File: config.mk
export PLATFORM = sky130hd
export DESIGN_NAME = es_stack_unit_flat
export DESIGN_NICKNAME = d
export VERILOG_FILES = /design/src/rtl/es_stack_unit_pkg.sv /design/src/rtl/es_stack_unit_if.sv /design/src/rtl/es_stack_unit_spill_mem.sv /design/src/rtl/es_stack_unit.sv /design/src/flat_wrapper.sv
export SDC_FILE = /design/constraint.sdc
export NUM_CORES = 1
export LEC_CHECK = 0
export ABC_AREA = 1
export ABC_CLOCK_PERIOD_IN_PS = 9000
export CAP_MARGIN = 20
export CORE_ASPECT_RATIO = 1.2
export CORE_MARGIN = 1.5
export CORE_UTILIZATION = 45
export CTS_CLUSTER_DIAMETER = 150
export DETAILED_ROUTE_END_ITERATION = 8
export PLACE_DENSITY = 0.68
export SLEW_MARGIN = 20
export SYNTH_ARGS = -nofsm -noshare
export SYNTH_HDL_FRONTEND = slang
export SYNTH_SLANG_ARGS = --single-unit
File: constraint.sdc
create_clock -name clk -period 9 [get_ports clk]
set_input_delay 1.8 -clock clk [delete_from_list [all_inputs] [get_ports clk]]
set_output_delay 1.8 -clock clk [all_outputs]
set_load 0.01 [all_outputs]
File: src/rtl/es_stack_unit_pkg.sv
// es_stack_unit_pkg: expression-stack opcodes and op classification helpers
package es_stack_unit_pkg;
  localparam logic [2:0] ES_NOP   = 3'd0;
  localparam logic [2:0] ES_PUSH  = 3'd1;
  localparam logic [2:0] ES_POP   = 3'd2;
  localparam logic [2:0] ES_REPL  = 3'd3;
  localparam logic [2:0] ES_SWAP  = 3'd4;
  localparam logic [2:0] ES_DUP   = 3'd5;
  localparam logic [2:0] ES_OVER  = 3'd6;
  localparam logic [2:0] ES_CLEAR = 3'd7;
  function automatic logic [1:0] es_need(input logic [2:0] op, input logic amt);
    return op == ES_POP ? (amt ? 2'd2 : 2'd1) :
           (op == ES_REPL || op == ES_SWAP || op == ES_OVER) ? 2'd2 :
           op == ES_DUP ? 2'd1 : 2'd0;
  endfunction
  function automatic logic es_grows(input logic [2:0] op);
    return op == ES_PUSH || op == ES_DUP || op == ES_OVER;
  endfunction
endpackage

File: src/rtl/es_stack_unit_if.sv
// es_stack_unit_if: op request and stack status bundle for the expression stack
interface es_stack_unit_if #(
  parameter int DATA_W = 16,
  parameter int DEPTH  = 16
);
  localparam int CNT_W = $clog2(DEPTH + 1);
  logic              es_act;
  logic [2:0]        es_op;
  logic              pop_amt;
  logic [DATA_W-1:0] push_val;
  logic              err_clr;
  logic [DATA_W-1:0] a_val;
  logic [DATA_W-1:0] b_val;
  logic [CNT_W-1:0]  depth;
  logic              empty;
  logic              full;
  logic              ovf_err;
  logic              unf_err;
  modport master (
    output es_act, es_op, pop_amt, push_val, err_clr,
    input  a_val, b_val, depth, empty, full, ovf_err, unf_err
  );
  modport slave (
    input  es_act, es_op, pop_amt, push_val, err_clr,
    output a_val, b_val, depth, empty, full, ovf_err, unf_err
  );
endinterface

File: src/rtl/es_stack_unit_spill_mem.sv
// es_stack_unit_spill_mem: flop array below TOS/NOS, one write port, two async read ports
module es_stack_unit_spill_mem #(
  parameter  int DATA_W = 16,
  parameter  int DEPTH  = 16,
  localparam int N      = DEPTH - 2,
  localparam int AW     = (N > 1) ? $clog2(N) : 1
) (
  input  logic              clk,
  input  logic              we,
  input  logic [AW-1:0]     wa,
  input  logic [DATA_W-1:0] wd,
  input  logic [AW-1:0]     ra1,
  input  logic [AW-1:0]     ra2,
  output logic [DATA_W-1:0] rd1,
  output logic [DATA_W-1:0] rd2
);
  logic [DATA_W-1:0] mem [N];
  always_ff @(posedge clk)
    if (we) mem[wa] <= wd;
  assign rd1 = mem[ra1];
  assign rd2 = mem[ra2];
endmodule

File: src/rtl/es_stack_unit.sv
// es_stack_unit: LIFO expression stack with registered TOS/NOS, depth tracking and sticky error flags
module es_stack_unit
  import es_stack_unit_pkg::*;
#(
  parameter int DATA_W = 16,
  parameter int DEPTH  = 16
) (
  input logic           clk,
  input logic           reset,
  es_stack_unit_if.slave s
);
  localparam int CNT_W = $clog2(DEPTH + 1);
  localparam int N     = DEPTH - 2;
  localparam int AW    = (N > 1) ? $clog2(N) : 1;
  logic [CNT_W-1:0]  d, d_nxt, sp;
  logic [DATA_W-1:0] tos, nos, tos_nxt, nos_nxt, rd1, rd2;
  logic              unf, ovf, ok, we, deep1, deep2, ovf_q, unf_q;
  // sp counts spilled words; the array top sits at sp-1
  assign sp    = d >= CNT_W'(2) ? d - CNT_W'(2) : '0;
  assign deep1 = d >= CNT_W'(3);
  assign deep2 = d >= CNT_W'(4);
  es_stack_unit_spill_mem #(.DATA_W(DATA_W), .DEPTH(DEPTH)) u_mem (
    .clk(clk),
    .we(we),
    .wa(AW'(sp)),
    .wd(nos),
    .ra1(AW'(sp - CNT_W'(1))),
    .ra2(AW'(sp - CNT_W'(2))),
    .rd1(rd1),
    .rd2(rd2)
  );
  always_comb begin
    unf     = s.es_act && d < CNT_W'(es_need(s.es_op, s.pop_amt));
    ovf     = s.es_act && !unf && es_grows(s.es_op) && d == CNT_W'(DEPTH);
    ok      = s.es_act && !unf && !ovf;
    we      = ok && es_grows(s.es_op) && d >= CNT_W'(2);
    d_nxt   = d;
    tos_nxt = tos;
    nos_nxt = nos;
    if (ok)
      case (s.es_op)
        ES_PUSH:  begin d_nxt = d + CNT_W'(1); tos_nxt = s.push_val; nos_nxt = tos; end
        ES_POP:   begin
          d_nxt   = s.pop_amt ? d - CNT_W'(2) : d - CNT_W'(1);
          tos_nxt = !s.pop_amt ? nos : deep1 ? rd1 : '0;
          nos_nxt = !s.pop_amt ? (deep1 ? rd1 : '0) : deep2 ? rd2 : '0;
        end
        ES_REPL:  begin d_nxt = d - CNT_W'(1); tos_nxt = s.push_val; nos_nxt = deep1 ? rd1 : '0; end
        ES_SWAP:  begin tos_nxt = nos; nos_nxt = tos; end
        ES_DUP:   begin d_nxt = d + CNT_W'(1); nos_nxt = tos; end
        ES_OVER:  begin d_nxt = d + CNT_W'(1); tos_nxt = nos; nos_nxt = tos; end
        ES_CLEAR: begin d_nxt = '0; tos_nxt = '0; nos_nxt = '0; end
        default:  ;
      endcase
  end
  always_ff @(posedge clk or negedge reset)
    if (!reset) begin
      d     <= '0;
      tos   <= '0;
      nos   <= '0;
      ovf_q <= 1'b0;
      unf_q <= 1'b0;
    end else begin
      d     <= d_nxt;
      tos   <= tos_nxt;
      nos   <= nos_nxt;
      ovf_q <= ovf || (ovf_q && !s.err_clr);
      unf_q <= unf || (unf_q && !s.err_clr);
    end
  assign s.a_val   = tos;
  assign s.b_val   = nos;
  assign s.depth   = d;
  assign s.empty   = d == '0;
  assign s.full    = d == CNT_W'(DEPTH);
  assign s.ovf_err = ovf_q;
  assign s.unf_err = unf_q;
endmodule

File: src/flat_wrapper.sv
// flat-port wrapper written by rule: the top's interface ports become plain ports
module es_stack_unit_flat import es_stack_unit_pkg::*;
#(
  parameter int DATA_W = 16,
  parameter int DEPTH  = 16
)
  (clk, reset, s_es_act, s_es_op, s_pop_amt, s_push_val, s_err_clr, s_a_val, s_b_val, s_depth, s_empty, s_full, s_ovf_err, s_unf_err);
  es_stack_unit_if #(.DATA_W(DATA_W), .DEPTH(DEPTH)) s_i ();
  input logic clk;
  input logic reset;
  input wire logic [$bits(s_i.es_act)-1:0] s_es_act;
  input wire logic [$bits(s_i.es_op)-1:0] s_es_op;
  input wire logic [$bits(s_i.pop_amt)-1:0] s_pop_amt;
  input wire logic [$bits(s_i.push_val)-1:0] s_push_val;
  input wire logic [$bits(s_i.err_clr)-1:0] s_err_clr;
  output wire logic [$bits(s_i.a_val)-1:0] s_a_val;
  output wire logic [$bits(s_i.b_val)-1:0] s_b_val;
  output wire logic [$bits(s_i.depth)-1:0] s_depth;
  output wire logic [$bits(s_i.empty)-1:0] s_empty;
  output wire logic [$bits(s_i.full)-1:0] s_full;
  output wire logic [$bits(s_i.ovf_err)-1:0] s_ovf_err;
  output wire logic [$bits(s_i.unf_err)-1:0] s_unf_err;
  assign s_i.es_act = s_es_act;
  assign s_i.es_op = s_es_op;
  assign s_i.pop_amt = s_pop_amt;
  assign s_i.push_val = s_push_val;
  assign s_i.err_clr = s_err_clr;
  assign s_a_val = s_i.a_val;
  assign s_b_val = s_i.b_val;
  assign s_depth = s_i.depth;
  assign s_empty = s_i.empty;
  assign s_full = s_i.full;
  assign s_ovf_err = s_i.ovf_err;
  assign s_unf_err = s_i.unf_err;
  es_stack_unit #(.DATA_W(DATA_W), .DEPTH(DEPTH)) u_core (.clk(clk), .reset(reset), .s(s_i));
endmodule
# [Word level (Yosys, flattened, before mapping)]
# Memories as Yosys holds them, arrays and structs flattened.
# Cells that the tools add are included.
[word_totals] register_bits=39 mem_bits_rw=224 out_inout_bits=41 memories=1
[mem_list] memory="u_core.u_mem.mem" depth=14 width=16 read_ports=2 rd_ports_with_merged_regs=0 write_ports=1 line="es_stack_unit_spill_mem.sv:17" source="logic [DATA_W-1:0] mem [N];"
[classes] n_addsub=5 magnitude_cmp=4 eq_ne=8 mux=15 reduce_logical=29
[op_table] op="one-hot mux 16 bit (4 select lines)" n=2
[op_table] op="two-way mux 16 bit" n=4
[op_table] op="one-hot mux 5 bit (4 select lines)" n=1
[op_table] op="== test 3 bit, second input constant" n=4
[op_table] op="nonzero test 4 bit" n=3
[op_table] op="greater-or-equal comparator 5 x 2 -> 1 bit, second input constant" n=2
[op_table] op="logical AND 1 bit" n=9
[op_table] op="== test 3 x 2 -> 1 bit, second input constant" n=2
[op_table] op="logical OR 1 bit" n=6
[op_table] op="two-way mux 2 bit" n=3
[op_table] op="AND reduction 2 bit" n=3
[op_table] op="adder 5 x 1 -> 5 bit, second input constant" n=1
[op_table] op="== test 5 bit, second input constant" n=1
[op_table] op="greater-or-equal comparator 5 x 3 -> 1 bit, second input constant" n=1
[op_table] op="zero test 5 bit" n=1
[op_table] op="less-than comparator 5 x 2 -> 1 bit" n=1
[op_table] op="two-way mux 5 bit" n=1
[op_table] op="subtractor 5 x 1 -> 5 bit, second input constant" n=1
[op_table] op="subtractor 5 x 2 -> 5 bit, second input constant" n=1
[op_table] op="two-way mux 4 bit" n=1
[op_table] op="OR reduction 2 bit" n=2
[op_table] op="OR reduction 4 bit" n=1
[op_table] op="subtractor 4 x 1 -> 4 bit, second input constant" n=1
[op_table] op="subtractor 4 x 2 -> 4 bit, second input constant" n=1
[op_table] op="other kinds (4)" n=8

# [Logic depth before layout (Yosys ltp)]
# Gate-level depths: netlist (run 1).
[logic_depth] ltp_word=17 depth_mapped=22 ltp_nobuf=19

# [Hierarchy]
# From an unflattened synthesis (run 1), not the netlist that was laid out.
[unflattened] hier_cells=2032 area_unflattened_um2=15590.0
[by_module_without_submodules] module="es_stack_unit_spill_mem" n_inst=1 cells_per_inst=1409 area_each_um2=11855.1
[by_module_without_submodules] module="es_stack_unit" n_inst=1 cells_per_inst=623 area_each_um2=3734.8

# [Least setup slack after synthesis (run 1)]
# No wires, ideal clock.
[synth_path] path_kind="input to register" from="in s_es_op[0]" to="mem u_core.u_mem.mem[10][0] (enable)" arrival_time_ns=4.352 t_required_ns=8.591 slack_ns=4.239 path_stages=11 path_buffers=0 path_cell_list="nand2_1 -> nor2_1 -> inv_1 -> o211a_1 -> ha_1 -> nand2_1 -> nand2_1 -> nand3_1 -> inv_1 -> nand3_1 -> nor3_1"
[synth_via] elab_chain_cells=17 elab_cells_between_ends=25 cone_classes="order compare (1); eq/ne (6); mux (5); reduce/logical (13)"
[synth_rtl] item="from (decl)" line="flat_wrapper.sv:12" source="input wire logic [$bits(s_i.es_op)-1:0] s_es_op;"
[synth_rtl] item="== test 3 x 2 -> 1 bit or == test 3 bit (tied branches)" line="es_stack_unit_pkg.sv:13" source="(op == ES_REPL || op == ES_SWAP || op == ES_OVER) ? 2'd2 :"
[synth_rtl] item="logical OR 1 bit (2 in a row)" line="es_stack_unit_pkg.sv:13"
[synth_rtl] item="two-way mux 2 bit" line="es_stack_unit_pkg.sv:13"
[synth_rtl] item="two-way mux 2 bit" line="es_stack_unit_pkg.sv:12" source="return op == ES_POP ? (amt ? 2'd2 : 2'd1) :"
[synth_rtl] item="less-than comparator 5 x 2 -> 1 bit" line="es_stack_unit.sv:33" source="unf = s.es_act && d < CNT_W'(es_need(s.es_op, s.pop_amt));"
[synth_rtl] item="logical AND 1 bit" line="es_stack_unit.sv:33"
[synth_rtl] item="zero test 1 bit" line="es_stack_unit.sv:34, es_stack_unit.sv:35"
[synth_rtl] item="logical AND 1 bit" line="es_stack_unit.sv:34, es_stack_unit.sv:35"
[synth_rtl] item="logical AND 1 bit (2 in a row)" line="es_stack_unit.sv:34" source="ovf = s.es_act && !unf && es_grows(s.es_op) && d == CNT_W'(DEPTH);"
[synth_rtl] item="zero test 1 bit" line="es_stack_unit.sv:35" source="ok = s.es_act && !unf && !ovf;"
[synth_rtl] item="logical AND 1 bit" line="es_stack_unit.sv:35"
[synth_rtl] item="logical AND 1 bit * (2 in a row)" line="es_stack_unit.sv:36" source="we = ok && es_grows(s.es_op) && d >= CNT_W'(2);"
[synth_rtl] item="two-way mux 1 bit *" line="es_stack_unit_spill_mem.sv:19" source="if (we) mem[wa] <= wd;"
[synth_rtl] item="two-way mux 1 bit (implied by the code) *" line="es_stack_unit_spill_mem.sv:19"
[synth_rtl] item="to (decl)" line="es_stack_unit_spill_mem.sv:17"
# Every way passes the cells marked *; elsewhere a longest branch is shown, timed or not.

# [Final worst setup path (run 1)]
[layout_path] from="in s_es_op[0]" to="mem u_core.u_mem.mem[1][13] (enable)"
# Same word-level chain as after synthesis.

==> metrics.cfg, run 1 <==
[floorplanning]
std_cell_rows = 74
die_x_um = 172
coreArea_um2 = 34000
dieArea_um2 = 35500
die_y_um = 206
ios = 65
start_util_pct = 45.6

[critical_path]
rr_worst_depth = 17
endpoint_kind = register
required_ps = 9160
worstPathArrival_ps = 5710
cp_max_fo = 16
start_kind = input pin
worstSetupPathType = input pin to register

[global_routing]
met1_usage_pct = 37.1
grt_max_degree = 92
grt_overflow = 0
grt_pass1_wl_um = 75300
use_met2_pct = 43.4
gr-usage-all-layers_pct = 28.4
grt_busiest_layer = met2
antenna_found_initial = 0
grt_pass1_vias = 13200
use_met3_pct = 4.37

[synthesis]
synthSimpleGateAreaFrac_pct = 34.8
synth_cell_types = 36
muxShareOfSynthArea_pct = 0
syn_area_um2 = 15500
netlist_instances = 1962
synth_xor_xnor_area_share_pct = 0.218
synth_top_family_by_area = simple AND/OR/NAND/NOR gates
seq_area_frac_synth_pct = 49.7
synth.avg_cell_area_um2 = 7.89
synth_compound_area_share_pct = 5.18
synth_fp_nets = 2004
ys_seq_elements = 263
yosys.area_share.adder_pct = 1.45
synth-warning-count = 0

[routing]
drtIter0Drc = 1756
drt_wl_total_um = 49800
avgViaCountPerCell = 5.78
avgRoutedWirePerCell_um = 20.5
drtAntennaViolNets = 0
vias = 14100
drc = 0
dr.pass1.iters = 8

[layout]
drive_gt1_share_pct = 5.57
final_nets = 1998
final_common_cell = nand2_1
final_cell_mix = nand2_1, nand3_1, edfxtp_1, inv_1, o21ai_0
fin_area_um2 = 17300
layoutNonFillerInstCount = 2432
utilization_pct = 50.8
area_growth_pct = 11.5
antenna_cells = 0

[placement]
dp_cells = 2384
gp_congestion = 0.936
io_buffers = 64
dpl_cell_area_um2 = 16400
hpwl_um = 31900

[clock_tree]
cts_resized = 0
worst_skew_pair.late_latency_ps = 550
hold_buffers = 0
htreeDepth = 1
cts_root_buf = clkbuf_16
clk_path_buf_depth = 3
cts_setup_buffers = 0
cts.clk_slew.worst_paths_ps = 70
cts_inserted_buffers = 26
cts_tree = done
cts.sinks = 263

[timing]
relSlewSlack_pct = 28.3
slew_violations = 0
period_minus_slack_ps = 5550
hold_violations = 0
tightest_slew_ps = 1070
rsz0062_at_grt = no
setup_tns_ps = 0
fmax_ghz = 0.180
setup_viol = 0
timing.final.crit_share_pct = 61.7
skew_ps = 13.8

[flow_run]
timing.max_cap.violations = 0

[worst_hold_path]
hold_class = register to register
holdPathStages = 2

[status]
status = completed

==> cell type report <==
cell class                      count  area (µm²)
Timing Repair Buffer               94         861
Multi-Input combinational cell   1383        6530
Clock inverter                     11         128
Clock buffer                       37         763
Tap cell                          456         571
Fill cell                        3153       16700
Inverter                          188         707
Sequential cell                   263        7710
==> per-layer routing <==
metal | share of wire, % | up-vias
li1 | - | 6506
met2 | 44 | 828
met1 | 39 | 6587
met3 | 10 | 135
met4 | 7.0 | 0
met5 | 0 | -
==> path summary, 6_finish.rpt <==
path / slack (ps) / startpoint / end
worst max-delay path: 3450 / s_es_op[0] / u_core.u_mem.mem[1][13]
worst min-delay path: 570 / u_core.s.ovf_err / u_core.s.ovf_err
worst max register to register: 4330 / u_core.s.depth[1] / u_core.s.a_val[11]
worst min register to register: 570 / u_core.s.ovf_err / u_core.s.ovf_err
max in group asynchronous: 6820 / reset / u_core.s.depth[0]
min in group asynchronous: 1420 / reset / u_core.s.a_val[0]
==> sequential cells by signal, indices dropped and copies added, names as in the netlist <==
register          count
u_core.s.a_val       16
u_core.u_mem.mem    224
u_core.s.depth        5
u_core.s.unf_err      1
u_core.s.b_val       16
u_core.s.ovf_err      1
==> cell usage after synthesis, drive strengths merged <==
cell	instances	area (µm²)
nor2	86	343
clkbuf	40	150
ha	18	225
xor2	2	25.0
a21oi	27	139
or2	1	6.26
clkinv	1	3.75
xnor2	1	8.76
o211ai	2	15.0
inv	187	702
buf	88	478
o211a	1	10.0
o31ai	1	7.51
o21ai	88	444
nand2	634	2410
a21boi	16	120
edfxtp	224	6730
o21a	8	60.1
nand4	30	188
nand3b	37	278
o22ai	1	6.26
dfrtp	39	976
nand3	421	2120
nor3	9	45.0
==> worst max-delay path, stage by stage <==
cell	delay, ps
clkdlybuf4s50_1	620
nand2_1	160
nor2_1	460
inv_1	180
o211a_1	170
ha_1	270
nand2_1	70
nand2_1	80
nand3_1	130
inv_1	140
nand3_1	360
inv_1	180
nand2_1	220
nor2_2	870
==> through the flow <==
step                hold WS, ps  worst slack [ps]
detailed placement          555              3050
finish                      572              3450
CTS                         570              3590
global route                592              3260
global placement            534              2550
floorplan                   549              4240
==> logic make-up after synthesis <==
group,count (synthesis)
xor+xnor,3
buf+inv,316
flops,263
fa+ha+maj,18
simple gates,1218
compound gates,144
Power of run 1 is left out: the tool's default activity adds up to more than one toggle a clock period on the data nets, which glitch-free logic cannot reach.
==> inputs of run 2 (changes only) <==
--- a/config.mk
+++ b/config.mk
@@ -6,14 +6,14 @@
 export NUM_CORES = 1
 export LEC_CHECK = 0
 export ABC_AREA = 1
-export ABC_CLOCK_PERIOD_IN_PS = 9000
+export ABC_CLOCK_PERIOD_IN_PS = 5100
 export CAP_MARGIN = 20
 export CORE_ASPECT_RATIO = 1.2
 export CORE_MARGIN = 1.5
 export CORE_UTILIZATION = 45
 export CTS_CLUSTER_DIAMETER = 150
 export DETAILED_ROUTE_END_ITERATION = 8
-export PLACE_DENSITY = 0.68
+export PLACE_DENSITY = 0.7
 export SLEW_MARGIN = 20
 export SYNTH_ARGS = -nofsm -noshare
 export SYNTH_HDL_FRONTEND = slang
==> constraint.sdc (replaced) <==
create_clock -name clk -period 5.1 [get_ports clk]
set_input_delay 1.02 -clock clk [delete_from_list [all_inputs] [get_ports clk]]
set_output_delay 1.02 -clock clk [all_outputs]
set_load 0.01 [all_outputs]
==> run 2 against run 1 <==
Worst setup slack got worse by 2500 ps. Worst hold slack got worse by 120 ps. Core utilization increased by 0.36 points. Register-to-register slack lost 3300 ps. Critical path type is now register to register. Sequential share of layout area is 0.31 points lower.
==> metrics.cfg, run 2 (same netlist as run 1, synthesis figures left out) <==
[floorplanning]
coreArea_um2 = 34000  ; unchanged
std_cell_rows = 74  ; unchanged
start_util_pct = 45.6  ; unchanged
ios = 65  ; unchanged
die_x_um = 172  ; unchanged
dieArea_um2 = 35500  ; unchanged
die_y_um = 206  ; unchanged

[global_routing]
grt_pass1_vias = 13700  ; was 13200
antenna_found_initial = 0  ; unchanged
grt_pass1_wl_um = 77100  ; was 75300 µm
grt_overflow = 0  ; unchanged
gr-usage-all-layers_pct = 28.7  ; was 28.4%
grt_max_degree = 105  ; was 92

[clock_tree]
clk_path_buf_depth = 3  ; unchanged
cts_tree = done  ; unchanged
cts.sinks = 263  ; unchanged
cts_resized = 0  ; unchanged
cts_root_buf = clkbuf_16  ; unchanged
cts_inserted_buffers = 26  ; unchanged
cts.clk_slew.worst_paths_ps = 70  ; about the same
cts_setup_buffers = 0  ; unchanged
worst_skew_pair.late_latency_ps = 560  ; was 550 ps
hold_buffers = 0  ; unchanged
htreeDepth = 1  ; unchanged

[critical_path]
required_ps = 5590  ; was 9160 ps
cp_slowest_cell = buf_4  ; was nor2_2
cp_max_fo = 84  ; was 16
worstPathArrival_ps = 4600  ; was 5710 ps
rr_worst_depth = 13  ; was 17
timing.rr.start = u_core.s.depth[1]  ; unchanged
worstSetupPathType = register to register  ; was input pin to register
start_kind = register  ; was input pin
critPathMaxStageDelay_ps = 830  ; was 870 ps
critPathBufInv = 3  ; was 4
critPathMostFrequentCell = nand3_1  ; was nand2_1
reg2reg_setup_slack_ps = 990  ; was 4330 ps
endpoint_kind = register  ; unchanged
cp_top_family = buffers and inverters  ; was simple AND/OR/NAND/NOR gates
timing.rr.end = u_core.s.a_val[12]  ; was u_core.s.a_val[11]
crit_chain = inv_1 -> ha_1 -> nand2_4 -> buf_4 -> buf_4 -> nand3_1 -> nand3_1 -> nand3_1 -> nand3_1 -> nand3_1 -> nand2_1 -> nand2_1 -> a21boi_1  ; was clkdlybuf4s50_1 -> nand2_1 -> nor2_1 -> inv_1 -> o211a_1 -> ha_1 -> nand2_1 -> nand2_1 -> nand3_1 -> inv_1 -> nand3_1 -> inv_1 -> nand2_1 -> nor2_2

[status]
status = completed  ; unchanged

[flow_run]
timing.max_cap.violations = 0  ; unchanged

[timing]
skew_ps = 13.6  ; was 13.8 ps
tightest_slew_ps = 1070  ; about the same
setup_tns_ps = 0  ; unchanged
period_minus_slack_ps = 4110
fmax_ghz = 0.243
slew_violations = 0  ; unchanged
timing.final.crit_share_pct = 80.6
relSlewSlack_pct = 28.9  ; was 28.3%
hold_violations = 0  ; unchanged
setup_viol = 0  ; unchanged
rsz0062_at_grt = no  ; unchanged

[layout]
final_nets = 2017  ; was 1998
final_cell_mix = nand2_1, nand3_1, edfxtp_1, inv_1, o21ai_0  ; unchanged
area_growth_pct = 12.3  ; was 11.5%
antenna_cells = 0  ; unchanged
final_common_cell = nand2_1  ; unchanged
largest_register = u_core.u_mem.mem  ; unchanged
drive_gt1_share_pct = 6.57  ; was 5.57%
largest_reg_flops = 224  ; unchanged

[routing]
drc = 0  ; unchanged
drt_wl_total_um = 50200  ; was 49800 µm
dr.pass1.iters = 6  ; was 8
drtIter0Drc = 1752  ; was 1756
avgRoutedWirePerCell_um = 20.5  ; about the same
avgViaCountPerCell = 5.82  ; was 5.78
drtAntennaViolNets = 0  ; unchanged
vias = 14300  ; was 14100

[placement]
io_buffers = 64  ; unchanged
gp_congestion = 0.951  ; was 0.936
hpwl_um = 31800  ; was 31900 µm

[worst_hold_path]
hold_class = input pin to async pin  ; was register to register

run 2: cell types whose count changed in the layout (fill, tap and decap cells not counted), moves of 2 or more:
| cell | change |
|---|---|
| buf_4 | +19 |
| clkbuf_1 | -3 |
| clkbuf_8 | -5 |
| clkinv_1 | +2 |
| clkinv_2 | -2 |
| clkinv_4 | +2 |
| clkinvlp_4 | +3 |
| inv_6 | +3 |
run 2: worst reg2reg max path: stages (launching register included):
cell,delay [ps]
dfrtp_1,510
inv_1,240
ha_1,360
nand2_4,140
buf_4,720
buf_4,850
nand3_1,210
nand3_1,150
nand3_1,90
nand3_1,280
nand3_1,230
nand2_1,120
nand2_1,50
a21boi_1,110
run 2: worst max-delay path by stage:
stage                                  from                      end  cells past startpoint
after floorplan                  s_es_op[0]  u_core.u_mem.mem[10][0]                     11
after CTS                 u_core.s.depth[1]       u_core.s.a_val[12]                     13
after detailed placement         s_es_op[0]  u_core.u_mem.mem[1][11]                     14
after global placement           s_es_op[0]   u_core.u_mem.mem[5][2]                     14
after global routing      u_core.s.depth[1]        u_core.s.b_val[0]                     15
final                     u_core.s.depth[1]       u_core.s.a_val[12]                     13
run 2: area by class of cell:
| cell class | count | area [µm²] |
|---|---|---|
| Clock buffer | 29 | 683 |
| Clock inverter | 19 | 166 |
| Fill cell | 3199 | 16600 |
| Inverter | 188 | 706 |
| Multi-Input combinational cell | 1383 | 6540 |
| Sequential cell | 263 | 7710 |
| Tap cell | 456 | 571 |
| Timing Repair Buffer | 113 | 1020 |
run 2: per-stage QoR:
step / hold WS (ps) / area [µm²] / std cells / worst slack (ps) / util (%)
floorplan: 549 / 15500 / 1962 / 1120 / -
global placement: 521 / 16500 / 2403 / 557 / 48.6
detailed placement: 544 / 16500 / 2403 / 601 / 48.7
CTS: 556 / 17400 / 2451 / 1060 / 51.2
global route: 492 / 17400 / 2451 / 785 / 51.2
finish: 453 / 17400 / 2451 / 990 / 51.2
run 2: layer usage:
metal  part of all wire, %  vias up  global-route usage, %  routed length, µm
li1                      -     6544                      -                  -
met1                    38     6706                   36.2              18900
met2                    49      881                   49.1              24600
met3                   9.3      126                   3.66               4690
met4                   4.0        0                   12.5               2030
met5                     0        -                      0                  0
Power of run 2 is left out for the same reason.
